[src/rtl/id_ex_stage_pkg.sv]
// Shared types and constants for the ID/EX pipeline register and its forwarding unit.
package id_ex_stage_pkg;

    localparam int unsigned XLEN_DEF   = 32;
    localparam int unsigned REG_AW_DEF = 5;
    localparam int unsigned OP_W_DEF   = 6;

    // ALU opcode for ADD, also the idle opcode held in EX after reset
    localparam logic [OP_W_DEF-1:0] ADD_OP = 6'b011000;

    // Operand source select produced by the forwarding unit
    typedef enum logic [1:0] {
        FWD_NONE = 2'd0,
        FWD_EXM  = 2'd1,
        FWD_WB   = 2'd2
    } fwd_sel_e;

    // Control bits carried alongside an instruction in the EX stage
    typedef struct packed {
        logic valid;
        logic a_pc;
        logic b_imm;
        logic reg_wr;
        logic mem_rd;
        logic mem_wr;
    } ex_ctrl_t;

    // The younger producer (EX/MEM) wins when both stages write the same register
    function automatic fwd_sel_e fwd_pick(input logic exm_hit, input logic wb_hit);
        fwd_sel_e sel;
        sel = FWD_NONE;
        if (exm_hit) begin
            sel = FWD_EXM;
        end else if (wb_hit) begin
            sel = FWD_WB;
        end
        return sel;
    endfunction

endpackage

[src/rtl/id_ex_stage_fwd_unit.sv]
// Combinational forwarding selects for the two EX-stage source operands.
module id_ex_stage_fwd_unit
    import id_ex_stage_pkg::*;
#(
    parameter int unsigned REG_AW = REG_AW_DEF
) (
    input  logic [REG_AW-1:0] ex_rs1_i,
    input  logic [REG_AW-1:0] ex_rs2_i,
    input  logic [REG_AW-1:0] exm_rd_i,
    input  logic              exm_wr_i,
    input  logic [REG_AW-1:0] wb_rd_i,
    input  logic              wb_wr_i,
    output fwd_sel_e          fwd_rs1_sel_c_o,
    output fwd_sel_e          fwd_rs2_sel_c_o
);

    logic exm_hit1;
    logic exm_hit2;
    logic wb_hit1;
    logic wb_hit2;

    // Match each source against the later-stage destinations; x0 is never forwarded
    always_comb begin
        exm_hit1 = 1'b0;
        exm_hit2 = 1'b0;
        wb_hit1  = 1'b0;
        wb_hit2  = 1'b0;
        if (exm_wr_i && (exm_rd_i != '0)) begin
            exm_hit1 = (exm_rd_i == ex_rs1_i);
            exm_hit2 = (exm_rd_i == ex_rs2_i);
        end
        if (wb_wr_i && (wb_rd_i != '0)) begin
            wb_hit1 = (wb_rd_i == ex_rs1_i);
            wb_hit2 = (wb_rd_i == ex_rs2_i);
        end
        fwd_rs1_sel_c_o = fwd_pick(exm_hit1, wb_hit1);
        fwd_rs2_sel_c_o = fwd_pick(exm_hit2, wb_hit2);
    end

endmodule

[src/rtl/id_ex_stage.sv]
// ID/EX pipeline register with load-use detection and EX-stage operand forwarding.
module id_ex_stage
    import id_ex_stage_pkg::*;
#(
    parameter int unsigned XLEN   = XLEN_DEF,
    parameter int unsigned REG_AW = REG_AW_DEF,
    parameter int unsigned OP_W   = OP_W_DEF
) (
    input  logic              clk,
    input  logic              reset_n,
    input  logic              id_valid_i,
    input  logic [XLEN-1:0]   id_pc_i,
    input  logic [XLEN-1:0]   id_rs1_data_i,
    input  logic [XLEN-1:0]   id_rs2_data_i,
    input  logic [XLEN-1:0]   id_imm_i,
    input  logic [REG_AW-1:0] id_rs1_i,
    input  logic [REG_AW-1:0] id_rs2_i,
    input  logic [REG_AW-1:0] id_rd_i,
    input  logic [OP_W-1:0]   id_op_i,
    input  logic              id_use_rs1_i,
    input  logic              id_use_rs2_i,
    input  logic              id_a_pc_i,
    input  logic              id_b_imm_i,
    input  logic              id_reg_wr_i,
    input  logic              id_mem_rd_i,
    input  logic              id_mem_wr_i,
    input  logic              stall_i,
    input  logic              flush_i,
    input  logic [REG_AW-1:0] exm_rd_i,
    input  logic              exm_wr_i,
    input  logic [XLEN-1:0]   exm_res_i,
    input  logic [REG_AW-1:0] wb_rd_i,
    input  logic              wb_wr_i,
    input  logic [XLEN-1:0]   wb_data_i,
    output logic              id_stall_o,
    output logic [XLEN-1:0]   opr_a_alu_o,
    output logic [XLEN-1:0]   opr_b_alu_o,
    output logic [OP_W-1:0]   op_alu_o,
    output logic              ex_valid_o,
    output logic [REG_AW-1:0] ex_rd_o,
    output logic              ex_reg_wr_o,
    output logic              ex_mem_rd_o,
    output logic              ex_mem_wr_o,
    output logic [XLEN-1:0]   ex_st_data_o
);

    // EX-stage state
    ex_ctrl_t          ctrl_q,     ctrl_d;
    logic [XLEN-1:0]   pc_q,       pc_d;
    logic [XLEN-1:0]   rs1_data_q, rs1_data_d;
    logic [XLEN-1:0]   rs2_data_q, rs2_data_d;
    logic [XLEN-1:0]   imm_q,      imm_d;
    logic [REG_AW-1:0] rs1_q,      rs1_d;
    logic [REG_AW-1:0] rs2_q,      rs2_d;
    logic [REG_AW-1:0] rd_q,       rd_d;
    logic [OP_W-1:0]   op_q,       op_d;

    logic              lu_c;
    logic [XLEN-1:0]   id_rs1_val_c;
    logic [XLEN-1:0]   id_rs2_val_c;
    logic [XLEN-1:0]   fwd_rs1_c;
    logic [XLEN-1:0]   fwd_rs2_c;
    fwd_sel_e          sel_rs1_c;
    fwd_sel_e          sel_rs2_c;

    id_ex_stage_fwd_unit #(
        .REG_AW (REG_AW)
    ) u_fwd_unit (
        .ex_rs1_i        (rs1_q),
        .ex_rs2_i        (rs2_q),
        .exm_rd_i        (exm_rd_i),
        .exm_wr_i        (exm_wr_i),
        .wb_rd_i         (wb_rd_i),
        .wb_wr_i         (wb_wr_i),
        .fwd_rs1_sel_c_o (sel_rs1_c),
        .fwd_rs2_sel_c_o (sel_rs2_c)
    );

    // Load-use hazard: a load in EX feeds a source the ID instruction reads
    always_comb begin
        lu_c = 1'b0;
        if (ctrl_q.valid && ctrl_q.mem_rd && (rd_q != '0) && id_valid_i) begin
            lu_c = (id_use_rs1_i && (id_rs1_i == rd_q)) ||
                   (id_use_rs2_i && (id_rs2_i == rd_q));
        end
        id_stall_o = (lu_c || stall_i) && !flush_i;
    end

    // Register file is written at the end of WB, so same-cycle writes bypass into capture
    always_comb begin
        id_rs1_val_c = id_rs1_data_i;
        id_rs2_val_c = id_rs2_data_i;
        if (wb_wr_i && (wb_rd_i != '0)) begin
            if (wb_rd_i == id_rs1_i) begin
                id_rs1_val_c = wb_data_i;
            end
            if (wb_rd_i == id_rs2_i) begin
                id_rs2_val_c = wb_data_i;
            end
        end
    end

    // Forwarded source operands and ALU operand selection
    always_comb begin
        fwd_rs1_c = rs1_data_q;
        fwd_rs2_c = rs2_data_q;
        case (sel_rs1_c)
            FWD_EXM: fwd_rs1_c = exm_res_i;
            FWD_WB:  fwd_rs1_c = wb_data_i;
            default: fwd_rs1_c = rs1_data_q;
        endcase
        case (sel_rs2_c)
            FWD_EXM: fwd_rs2_c = exm_res_i;
            FWD_WB:  fwd_rs2_c = wb_data_i;
            default: fwd_rs2_c = rs2_data_q;
        endcase
        opr_a_alu_o  = ctrl_q.a_pc  ? pc_q  : fwd_rs1_c;
        opr_b_alu_o  = ctrl_q.b_imm ? imm_q : fwd_rs2_c;
        ex_st_data_o = fwd_rs2_c;
    end

    // Control outputs are qualified by the EX valid bit
    always_comb begin
        op_alu_o    = op_q;
        ex_valid_o  = ctrl_q.valid;
        ex_rd_o     = rd_q;
        ex_reg_wr_o = ctrl_q.valid && ctrl_q.reg_wr;
        ex_mem_rd_o = ctrl_q.valid && ctrl_q.mem_rd;
        ex_mem_wr_o = ctrl_q.valid && ctrl_q.mem_wr;
    end

    // Next EX contents: flush > stall (hold, refresh operands) > load-use bubble > capture
    always_comb begin
        ctrl_d     = ctrl_q;
        pc_d       = pc_q;
        rs1_data_d = rs1_data_q;
        rs2_data_d = rs2_data_q;
        imm_d      = imm_q;
        rs1_d      = rs1_q;
        rs2_d      = rs2_q;
        rd_d       = rd_q;
        op_d       = op_q;
        if (flush_i) begin
            ctrl_d.valid = 1'b0;
        end else if (stall_i) begin
            // Producers may retire while held, so keep the values they delivered
            rs1_data_d = fwd_rs1_c;
            rs2_data_d = fwd_rs2_c;
        end else if (lu_c) begin
            ctrl_d.valid = 1'b0;
        end else begin
            ctrl_d.valid  = id_valid_i;
            ctrl_d.a_pc   = id_a_pc_i;
            ctrl_d.b_imm  = id_b_imm_i;
            ctrl_d.reg_wr = id_reg_wr_i;
            ctrl_d.mem_rd = id_mem_rd_i;
            ctrl_d.mem_wr = id_mem_wr_i;
            pc_d          = id_pc_i;
            rs1_data_d    = id_rs1_val_c;
            rs2_data_d    = id_rs2_val_c;
            imm_d         = id_imm_i;
            rs1_d         = id_rs1_i;
            rs2_d         = id_rs2_i;
            rd_d          = id_rd_i;
            op_d          = id_op_i;
        end
    end

    // EX-stage register bank
    always_ff @(posedge clk or negedge reset_n) begin
        if (!reset_n) begin
            ctrl_q     <= '0;
            pc_q       <= '0;
            rs1_data_q <= '0;
            rs2_data_q <= '0;
            imm_q      <= '0;
            rs1_q      <= '0;
            rs2_q      <= '0;
            rd_q       <= '0;
            op_q       <= OP_W'(ADD_OP);
        end else begin
            ctrl_q     <= ctrl_d;
            pc_q       <= pc_d;
            rs1_data_q <= rs1_data_d;
            rs2_data_q <= rs2_data_d;
            imm_q      <= imm_d;
            rs1_q      <= rs1_d;
            rs2_q      <= rs2_d;
            rd_q       <= rd_d;
            op_q       <= op_d;
        end
    end

endmodule

[config.mk]
export PLATFORM = sky130hd
export DESIGN_NAME = id_ex_stage
export DESIGN_NICKNAME = d
export VERILOG_FILES = /design/src/rtl/id_ex_stage_pkg.sv /design/src/rtl/id_ex_stage_fwd_unit.sv /design/src/rtl/id_ex_stage.sv
export SDC_FILE = /design/constraint.sdc
export NUM_CORES = 1
export LEC_CHECK = 0
export BUFFER_PORTS_ARGS = -buffer_cell sky130_fd_sc_hd__buf_2
export CAP_MARGIN = 10
export CORE_MARGIN = 3
export CORE_UTILIZATION = 51
export DETAILED_ROUTE_END_ITERATION = 16
export GPL_TIMING_DRIVEN = 0
export PLACE_DENSITY_LB_ADDON = 0.1
export SYNTH_ARGS = -nofsm -noshare
export SYNTH_HDL_FRONTEND = slang
export SYNTH_HIERARCHICAL = 1
export SYNTH_SLANG_ARGS = --single-unit
[constraint.sdc]
create_clock -name clk -period 3.3 [get_ports clk]
set_input_delay 0.165 -clock clk [delete_from_list [all_inputs] [get_ports clk]]
set_output_delay 0.165 -clock clk [all_outputs]
set_load 0.02 [all_outputs]
---- Yosys cells after proc, flatten, opt, wreduce, memory -nomap -nowiden ----
Cells that the tools add are included.
operators by class
  eq/ne operators ......................... 14
  multiplexer cells ....................... 25
  bitwise operators ....................... 3
  reductions and logical operators ........ 18
operator list
  operator                                               number
  two-way mux 32 bit                                     10
  one-hot mux 32 bit (2 select lines)                    2
  equality test 5 bit                                    8
  nonzero test 5 bit                                     3
  logical AND 1 bit                                      10
  two-way mux 2 bit                                      4
  two-way mux 1 bit                                      7
  two-way mux 6 bit                                      1
  two-way mux 5 bit                                      1
  equality test 2 x 1 -> 1 bit, second input constant    2
  equality test 2 bit, second input constant             2
  NOT 1 bit                                              3
  AND reduction 3 bit                                    1
  logical OR 1 bit                                       2
  inequality test 2 x 1 -> 1 bit, second input constant  1
  inequality test 2 bit, second input constant           1
  AND reduction 2 bit                                    1
  zero test 1 bit                                        1
storage, ports and cells
  bits in registers ....................... 155
  input port bits ......................... 237
  output and inout bits ................... 112
  logic and storage cells ................. 74

---- Depth between registers and ports, before layout ----
Gate-level depths: netlist of run 1.
  depth in word-level cells ............... 8
  depth in mapped cells ................... 12
  depth with buffers taken out ............ 11

---- By module ----
Netlist of run 1, hierarchy kept.
by module, submodules not included
  module                instances  cells an instance  area each (um^2)  seq. area each (um^2)
  id_ex_stage           1          1055               9673.0            3881.2
  id_ex_stage_fwd_unit  1          36                 285.3             0.0

---- Worst setup path before layout of run 1 ----
OpenSTA, ideal clock, no wires.
  kind .................................... reg-to-output
  start point ............................. reg rs2_q[1]
  end point ............................... out opr_b_alu_o[31]
  data arrival time ....................... 2549 ps
  required time ........................... 3135 ps
  path slack .............................. 586 ps
  cell stages (with the launch flop) ...... 10
  buffers on the path ..................... 3
  cell sequence ........................... dfrtp_1 -> xor2_1 -> nor4_1 -> buf_4 -> inv_1 -> ha_1 -> clkbuf_1 -> buf_1 -> a21oi_1 -> o21ai_0
between the ends
  elaborated cells on any way between the ends .. 10
  those cells by class .................... eq/ne: 4; mux: 6
RTL lines
  element                                                              RTL line                    source
  from (decl)                                                          id_ex_stage.sv:54           logic [REG_AW-1:0] rs2_q, rs2_d;
  from (signal assigned)                                               id_ex_stage.sv:188          rs2_q <= rs2_d;
  equality test 5 bit (*)                                              id_ex_stage_fwd_unit.sv:30  exm_hit2 = (exm_rd_i == ex_rs2_i);
  two-way mux 1 bit (*)                                                id_ex_stage_fwd_unit.sv:28  if (exm_wr_i && (exm_rd_i != '0)) begin
  named net u_fwd_unit.exm_hit2                                        id_ex_stage_fwd_unit.sv:18  logic exm_hit2;
  two-way mux 2 bit (*)                                                id_ex_stage_pkg.sv:32       if (exm_hit) begin
  named net sel_rs2_c[0]                                               id_ex_stage.sv:64           fwd_sel_e sel_rs2_c;
  equality test 2 bit or equality test 2 x 1 -> 1 bit (tied branches)  id_ex_stage.sv:112          case (sel_rs2_c)
  one-hot mux 32 bit (2 select lines) (*)                              id_ex_stage.sv:112
  two-way mux 32 bit (*)                                               id_ex_stage.sv:118          opr_b_alu_o = ctrl_q.b_imm ? imm_q : fwd_rs2_c;
  to (decl)                                                            id_ex_stage.sv:37           output logic [XLEN-1:0] opr_b_alu_o,
Mark *: on every way through the listed nets, which the timed path passes. The rest lies on a longest branch.

---- Worst setup path in the final report of run 1 ----
  start point ............................. reg rs1_q[0]
  end point ............................... out opr_a_alu_o[26]
between the ends
  elaborated cells on any way between the ends .. 10
  those cells by class .................... eq/ne: 4; mux: 6
RTL lines
  element                                                              RTL line                    source
  from (decl)                                                          id_ex_stage.sv:53           logic [REG_AW-1:0] rs1_q, rs1_d;
  from (signal assigned)                                               id_ex_stage.sv:187          rs1_q <= rs1_d;
  equality test 5 bit (*)                                              id_ex_stage_fwd_unit.sv:29  exm_hit1 = (exm_rd_i == ex_rs1_i);
  two-way mux 1 bit (*)                                                id_ex_stage_fwd_unit.sv:28
  named net u_fwd_unit.exm_hit1                                        id_ex_stage_fwd_unit.sv:17  logic exm_hit1;
  two-way mux 2 bit (*)                                                id_ex_stage_pkg.sv:32
  named net sel_rs1_c[0]                                               id_ex_stage.sv:63           fwd_sel_e sel_rs1_c;
  equality test 2 bit or equality test 2 x 1 -> 1 bit (tied branches)  id_ex_stage.sv:107          case (sel_rs1_c)
  one-hot mux 32 bit (2 select lines) (*)                              id_ex_stage.sv:107
  two-way mux 32 bit (*)                                               id_ex_stage.sv:117          opr_a_alu_o = ctrl_q.a_pc ? pc_q : fwd_rs1_c;
  to (decl)                                                            id_ex_stage.sv:36           output logic [XLEN-1:0] opr_a_alu_o,
Marks and branches as above.

==> results of run 1 <==
sequential cells by signal, indices dropped and copies added, names as in the netlist:
register	cells
imm_q	32
pc_q	32
rs1_data_q	32
rs2_data_q	32
op_alu_o	6
ctrl_q	5
ex_rd_o	5
rs1_q	5
rs2_q	5
ex_valid_o	1
routing by layer:
metal / wire [µm] / up-vias
li1: - / 5004
met1: 15030 / 5415
met2: 18470 / 690
met3: 4267 / 107
met4: 1243 / 20
met5: 110 / -
timing repair:
action,in CTS,in global routing
pin swaps,0,1
buffers inserted,0,0
endpoints found under the setup margin,106,84
hold buffers,84,0
endpoints found under the hold margin,146,0
resized for setup,23,48
path summary, 6_finish.rpt:
check                           slack [ns]         endpoint  cells past startpoint             start
worst max-delay path                  0.06  opr_a_alu_o[26]                     11          rs1_q[0]
worst min-delay path                 0.008    rs1_data_q[3]                      3  id_rs1_data_i[3]
worst max register to register        0.44    rs2_data_q[2]                     11          rs2_q[1]
worst min register to register        0.49        imm_q[13]                      1         imm_q[13]
max in group asynchronous             2.15         pc_q[15]                      3           reset_n
min in group asynchronous             0.26         imm_q[5]                      2           reset_n
stage by stage:
step	util (%)	hold slack (ns)	worst slack [ns]	setup TNS (ns)	instances
2_1_floorplan	-	-0.1306	0.5857	0	1091
3_3_place_gp	63.39	0.3825	-0.4231	-62.11	1697
3_5_place_dp	63.58	0.1480	-0.08876	-0.8524	1698
4_1_cts	71.41	0.001172	0.003238	0	1812
5_1_grt	72.11	0.006777	-0.05083	-0.2861	1818
6_report	72.17	0.007603	0.06129	0	1822
cells in the final DEF, fill, tap and decap left out, types with 17 or more instances in the layout:
master	Yosys	routed
o21ai_0	96	95
xnor2_1	26	26
a21oi_2	0	21
clkbuf_16	0	17
a41oi_1	32	32
a22oi_1	64	64
a221o_1	32	32
a21oi_1	130	109
mux2_1	31	31
mux2_2	59	59
buf_2	11	366
a41o_1	32	32
dlygate4sd3_1	0	84
nand2_1	69	69
clkbuf_1	87	68
o2bb2ai_1	32	32
nor2_1	68	68
dfrtp_1	153	153
inv_1	68	68
a32o_1	32	32
final cells by class:
class / count / area, µm² / area share, %
Multi-Input combinational cell: 752 / 5429 / 39.69
Sequential cell: 155 / 3881 / 28.37
Timing Repair Buffer: 431 / 2610 / 19.08
Buffer: 114 / 554.3 / 4.052
Clock buffer: 17 / 425.4 / 3.110
Tap cell: 260 / 325.3 / 2.378
Inverter: 68 / 255.2 / 1.866
Clock inverter: 15 / 173.9 / 1.271
Antenna cell: 10 / 25.02 / 0.1829
power by group:
part / switching, µW / total [µW] / internal, µW
Sequential: 172 / 2340 / 2170
Combinational: 1280 / 2130 / 849
Clock: 924 / 2070 / 1140
Total: 2370 / 6530 / 4160
cells by family after synthesis:
logic type	synth area share, %
compound gates	32.23
xor+xnor	3.518
fa+ha+maj	0.5026
buf+inv	7.828
flops	38.97
mux	10.18
simple gates	6.772
critical path, cell delays in order (launching register included):
cell,delay (ns)
dfrtp_1,0.41
xnor2_1,0.20
nand3_1,0.16
nor4_4,0.31
buf_4,0.19
inv_1,0.04
ha_2,0.42
buf_2,0.28
nor2_1,0.08
a21oi_1,0.21
o21ai_0,0.12
buf_2,0.18
==> run metrics, run 1 <==
run status complete, no violations; M1 GR Usage 45.68%; Slew Viols, Final 0; clock-pin slew on the worst setup and hold paths 0.07 ns; count leader, synth dfrtp_1; pwr/cell area 477.7 mW/mm²; Yosys cell types 41; clk_lat worst skew 0.44 ns; initial antenna violation count 16; first-pass GRT wire length 59.52 mm; Req. time, crit path 3.13 ns; fmax 308.8 MHz; Clock Sinks 155; DRC Markers 0; drt initial violations 1029; RSZ-0062 raised after global routing true; Mapped Area 0.009958 mm²; DRT antenna net count 0; number of synthesized register bits 155; Max Buffers Root-to-Sink 2; P&R area growth vs syn 37.37%; total core area 0.01896 mm²; WL final 39.11 mm; total design power around 6500 µW; grt ovf 0; die height 145.7 µm; Worst Skew 0.01090 ns; largest net degree at the start of global routing 91; Final Instance Area about 0.014 mm²; Post-synth ARST share between 90% and 100%; Cells after Synth 1091; met3 GRT Util between 9 and 10%; WL/cell 21.47 µm; Die ar. 0.02124 mm²; CP endpoint kind output port; top cell type's share of synthesized area approximately two fifths; H-tree level count 4; Total GRT Usage between 30% and 40%; CTS tree yes; DIE WIDTH 145.7 µm; Via density 6.167; syn_area_per_cell 9.128 µm²; clock root cell clkbuf_16; count of flip-flops with a built-in enable after synthesis 0; Yosys warning total 6; TritonCTS buffer count 17; final-report setup violation count 0; Synthesized Nets approximately 1300; top post-synthesis cells by count 153 x dfrtp_1, 130 x a21oi_1, 96 x o21ai_0, 87 x clkbuf_1, 69 x nand2_1; worst rel slew slack 28.00%; CP max FO 10; CP startpoint kind flop; gr busiest metal met2; Port Buffers 346; Peak VDD IR 0.3470 mV; fin crit share 98.14%; Hold Vio Cnt, Final 0; Max Cap Viol 0; leak pwr slightly above 0.006 µW; Seq/Total Area, Yosys about two fifths; worst setup path category reg2out; Starting Density 52.53%; GPL Wtd Cong 1.005; Worst-Margin Slew 1.072 ns; DP HPWL 29.24 mm; Core Rows 50; worst hold path type in2reg; minimum clock period 3.239 ns; Synth area leader dfrtp_1; placed instance area 0.01205 mm²; layout cells sized above 1 between 30 and 40%; GR Layer Usage met2 between 50% and 60%; Top FF cell, synth dfrtp_1; IO Pins 349; Area contributors post-synth dfrtp_1 38%, mux2_2 6.7%, a21oi_1 6.5%; Layout Nets between 1500 and 2000; Critical Path AT a little over 3 ns; drt pass-1 iters 5; vias in the first global route 10950; DR vias approximately 11000; Layout fillers about 1500
No activity file was read; power rests on OpenSTA's default activity.
==> run 2: changes to the inputs <==
--- a/config.mk
+++ b/config.mk
@@ -10,7 +10,7 @@
 export CORE_MARGIN = 3
 export CORE_UTILIZATION = 51
 export DETAILED_ROUTE_END_ITERATION = 16
-export GPL_TIMING_DRIVEN = 0
+export GPL_TIMING_DRIVEN = 1
 export PLACE_DENSITY_LB_ADDON = 0.1
 export SYNTH_ARGS = -nofsm -noshare
 export SYNTH_HDL_FRONTEND = slang
==> constraint.sdc (replaced) <==
create_clock -name clk -period 3.6 [get_ports clk]
set_input_delay 0.18 -clock clk [delete_from_list [all_inputs] [get_ports clk]]
set_output_delay 0.18 -clock clk [all_outputs]
set_load 0.02 [all_outputs]
==> run 2 against run 1 <==
Die area is the same. Worst setup slack gained 0.14 ns. Combinational power is 14% lower. Register-to-register slack better by 0.21 ns. Design area fell by 3.1%. Global-route usage is 1.1 points lower. Non-clock buffer count is 91 lower. First-iteration DRC count shrank 12%. Critical path depth shrank 1. Sequential share of layout area up 0.93 points. Clock skew is 0.0020 ns higher. Flip-flop and latch count unchanged. Largest power group unchanged.
==> run metrics, run 2 (synthesis results as in run 1) <==
DRT antenna net count 0 (unchanged); Worst Skew 0.01287 ns (+0.001972 ns); clock root cell clkbuf_16; die height 145.7 µm (unchanged); Critical Path AT 3.22 ns (+0.15 ns); worst stage delay on the critical path 0.50 ns (+0.08 ns); worst hold path type in2reg; layout cells sized above 1 33.13% (-0.18 points); commonest non-fill, non-tap cells in the layout 346 x buf_2, 151 x dfrtp_1, 130 x a21oi_1; P&R area growth vs syn 33.08%; setup TNS 0 ns (unchanged); Layout fillers 1482 (-4.0%); CP startpoint kind flop; Reg area 0.003884 mm² (about the same); Peak VDD IR 0.3268 mV (-5.8%); footprint of the multi-input gates 0.005356 mm² (-1.3%); Clock Sinks 155 (unchanged); critical path's slowest cell ha_4; worst setup path category reg2out; Core Rows 50 (unchanged); fmax ~300 MHz; Starting Density 52.53% (unchanged); DP HPWL 25.42 mm (-13%); R2R Path Start rs2_q[4]; CP endpoint kind output port; total core area 0.01896 mm² (unchanged); Inst Count DP 1608 (-5.3%); hold path startpoint id_rs2_i[4]; Largest delay share family, worst path simple AND/OR/NAND/NOR gates; Hold Vio Cnt, Final 0 (unchanged); DR vias 10600 (-5.6%); Total GRT Usage 34.13% (-1.1 points); clk_lat worst skew 0.44 ns (about the same); R2R depth 10 (-1); H-tree level count 4 (unchanged); pwr/cell area 451.8 mW/mm² (-5.4%); critical path depth 10 (-1); worst setup path start rs2_q[4]; Setup Buffers After CTS 0 (unchanged); Slew Viols, Final 0 (unchanged); Max Cap Viol 0 (unchanged); drt pass-1 iters 5 (unchanged); Port Buffers 348 (+0.58%); commonest non-fill, non-tap cell in the layout buf_2; cells along the critical path xnor2_1 > nand3_1 > nor4_1 > inv_1 > ha_4 > buf_12 > nor2_1 > a21oi_1 > o21ai_0 > buf_2; run status complete, no violations; DIE WIDTH 145.7 µm (unchanged); CTS tree yes; Max Buffers Root-to-Sink 2 (unchanged); largest net degree at the start of global routing 88 (-3.3%); Req. time, crit path 3.42 ns (+0.29 ns); drt initial violations 902 (-12%); reg2reg setup slack 0.65 ns (+0.21 ns); final-report setup violation count 0 (unchanged); TritonCTS buffer count 17 (unchanged); DRC Markers 0 (unchanged); Post-Layout Cell Count 1724 (-5.4%); GPL Wtd Cong 0.9404 (-6.4%); IO Pins 349 (unchanged); RSZ-0062 raised after global routing false; grt ovf 0 (unchanged); Worst-Margin Slew 1.099 ns (+0.02768 ns); worst rel slew slack 26.70% (-1.3 points); Layout Nets 1689 (-5.1%); fin crit share 94.47%; WL/cell 21.75 µm (+1.3%); CP max FO 30 (+20); worst r2r dst rs2_data_q[29]; first-pass GRT wire length 58.31 mm (-2.0%); WL final 37.50 mm (-4.1%); leak pwr 0.005960 µW (-2.5%); Die ar. 0.02124 mm² (unchanged); clock-pin slew on the worst setup and hold paths 0.07 ns (about the same); vias in the first global route 10650 (-2.8%); Worst Path Buf+Inv 3 (-1); minimum clock period 3.401 ns; Via density 6.150 (-0.28%); initial antenna violation count 11 (-5); crit path capture opr_b_alu_o[19]
==> run 2: metrics by stage <==
step | util, % | power (µW) | hold WS [ns] | setup WS (ns) | area (µm²)
5_1_grt | 69.91 | 6248 | 0.02225 | 0.006940 | 13250
3_3_place_gp | 62.16 | 3922 | 0.2316 | 0.4842 | 11780
4_1_cts | 69.74 | 5974 | 0.01621 | 0.01400 | 13220
6_report | 69.91 | 5987 | 0.02549 | 0.1991 | 13250
3_5_place_dp | 62.16 | 3951 | 0.2416 | 0.4557 | 11780
2_1_floorplan | - | 3261 | -0.1156 | 0.8615 | 9958
==> run 2: worst reg2reg max path, cell delays in order, from the launching register on <==
cell and delay (ns):
dfrtp_1 0.42, xnor2_1 0.15, nand3_1 0.09, nor4_1 0.45, inv_1 0.17, ha_4 0.50
buf_12 0.23, nor2_1 0.08, a21oi_1 0.34, a21oi_1 0.12, a32o_1 0.29
==> run 2: how the worst min path moves through the flow <==
stage                     end  slack (ns)  cells after the start
floorplan           ctrl_q[0]       -0.12                      0
global placement    imm_q[10]        0.23                      1
detailed placement  imm_q[10]        0.24                      1
CTS                  rs2_q[2]        0.02                      2
global route         rs2_q[4]        0.02                      2
finish               rs2_q[4]        0.03                      2
==> run 2: what timing repair did <==
item / 4_1_cts / 5_1_grt
hold buffers: 81 / 0
resized for setup: 0 / 3
endpoints found under the hold margin: 143 / 0
endpoints found under the setup margin: 0 / 49
==> run 2: routing by layer <==
metal / part of all wire [%] / global-route usage (%) / wire, µm / vias up
met5: 0.26 / 0 / 99 / -
met4: 2.7 / 11.68 / 1019 / 16
met1: 39 / 42.60 / 14440 / 5137
li1: - / - / - / 4783
met2: 50 / 57.87 / 18620 / 570
met3: 8.9 / 8.595 / 3323 / 96
==> run 2: cell type report <==
cell class              count  share of cell area [%]
multi-input cells         752                   40.42
inverters                  68                   1.926
repair buffers            454                   21.12
flip-flops and latches    155                   29.31
clock inverters            15                   1.511
diodes                      3                 0.05665
well taps                 260                   2.455
clock buffers              17                   3.210
==> run 2: power by group <==
| part | switching (µW) | internal, µW | total [µW] |
|---|---|---|---|
| clock | 844 | 1120 | 1970 |
| sequential | 202 | 1990 | 2190 |
| combinational | 1080 | 747 | 1830 |
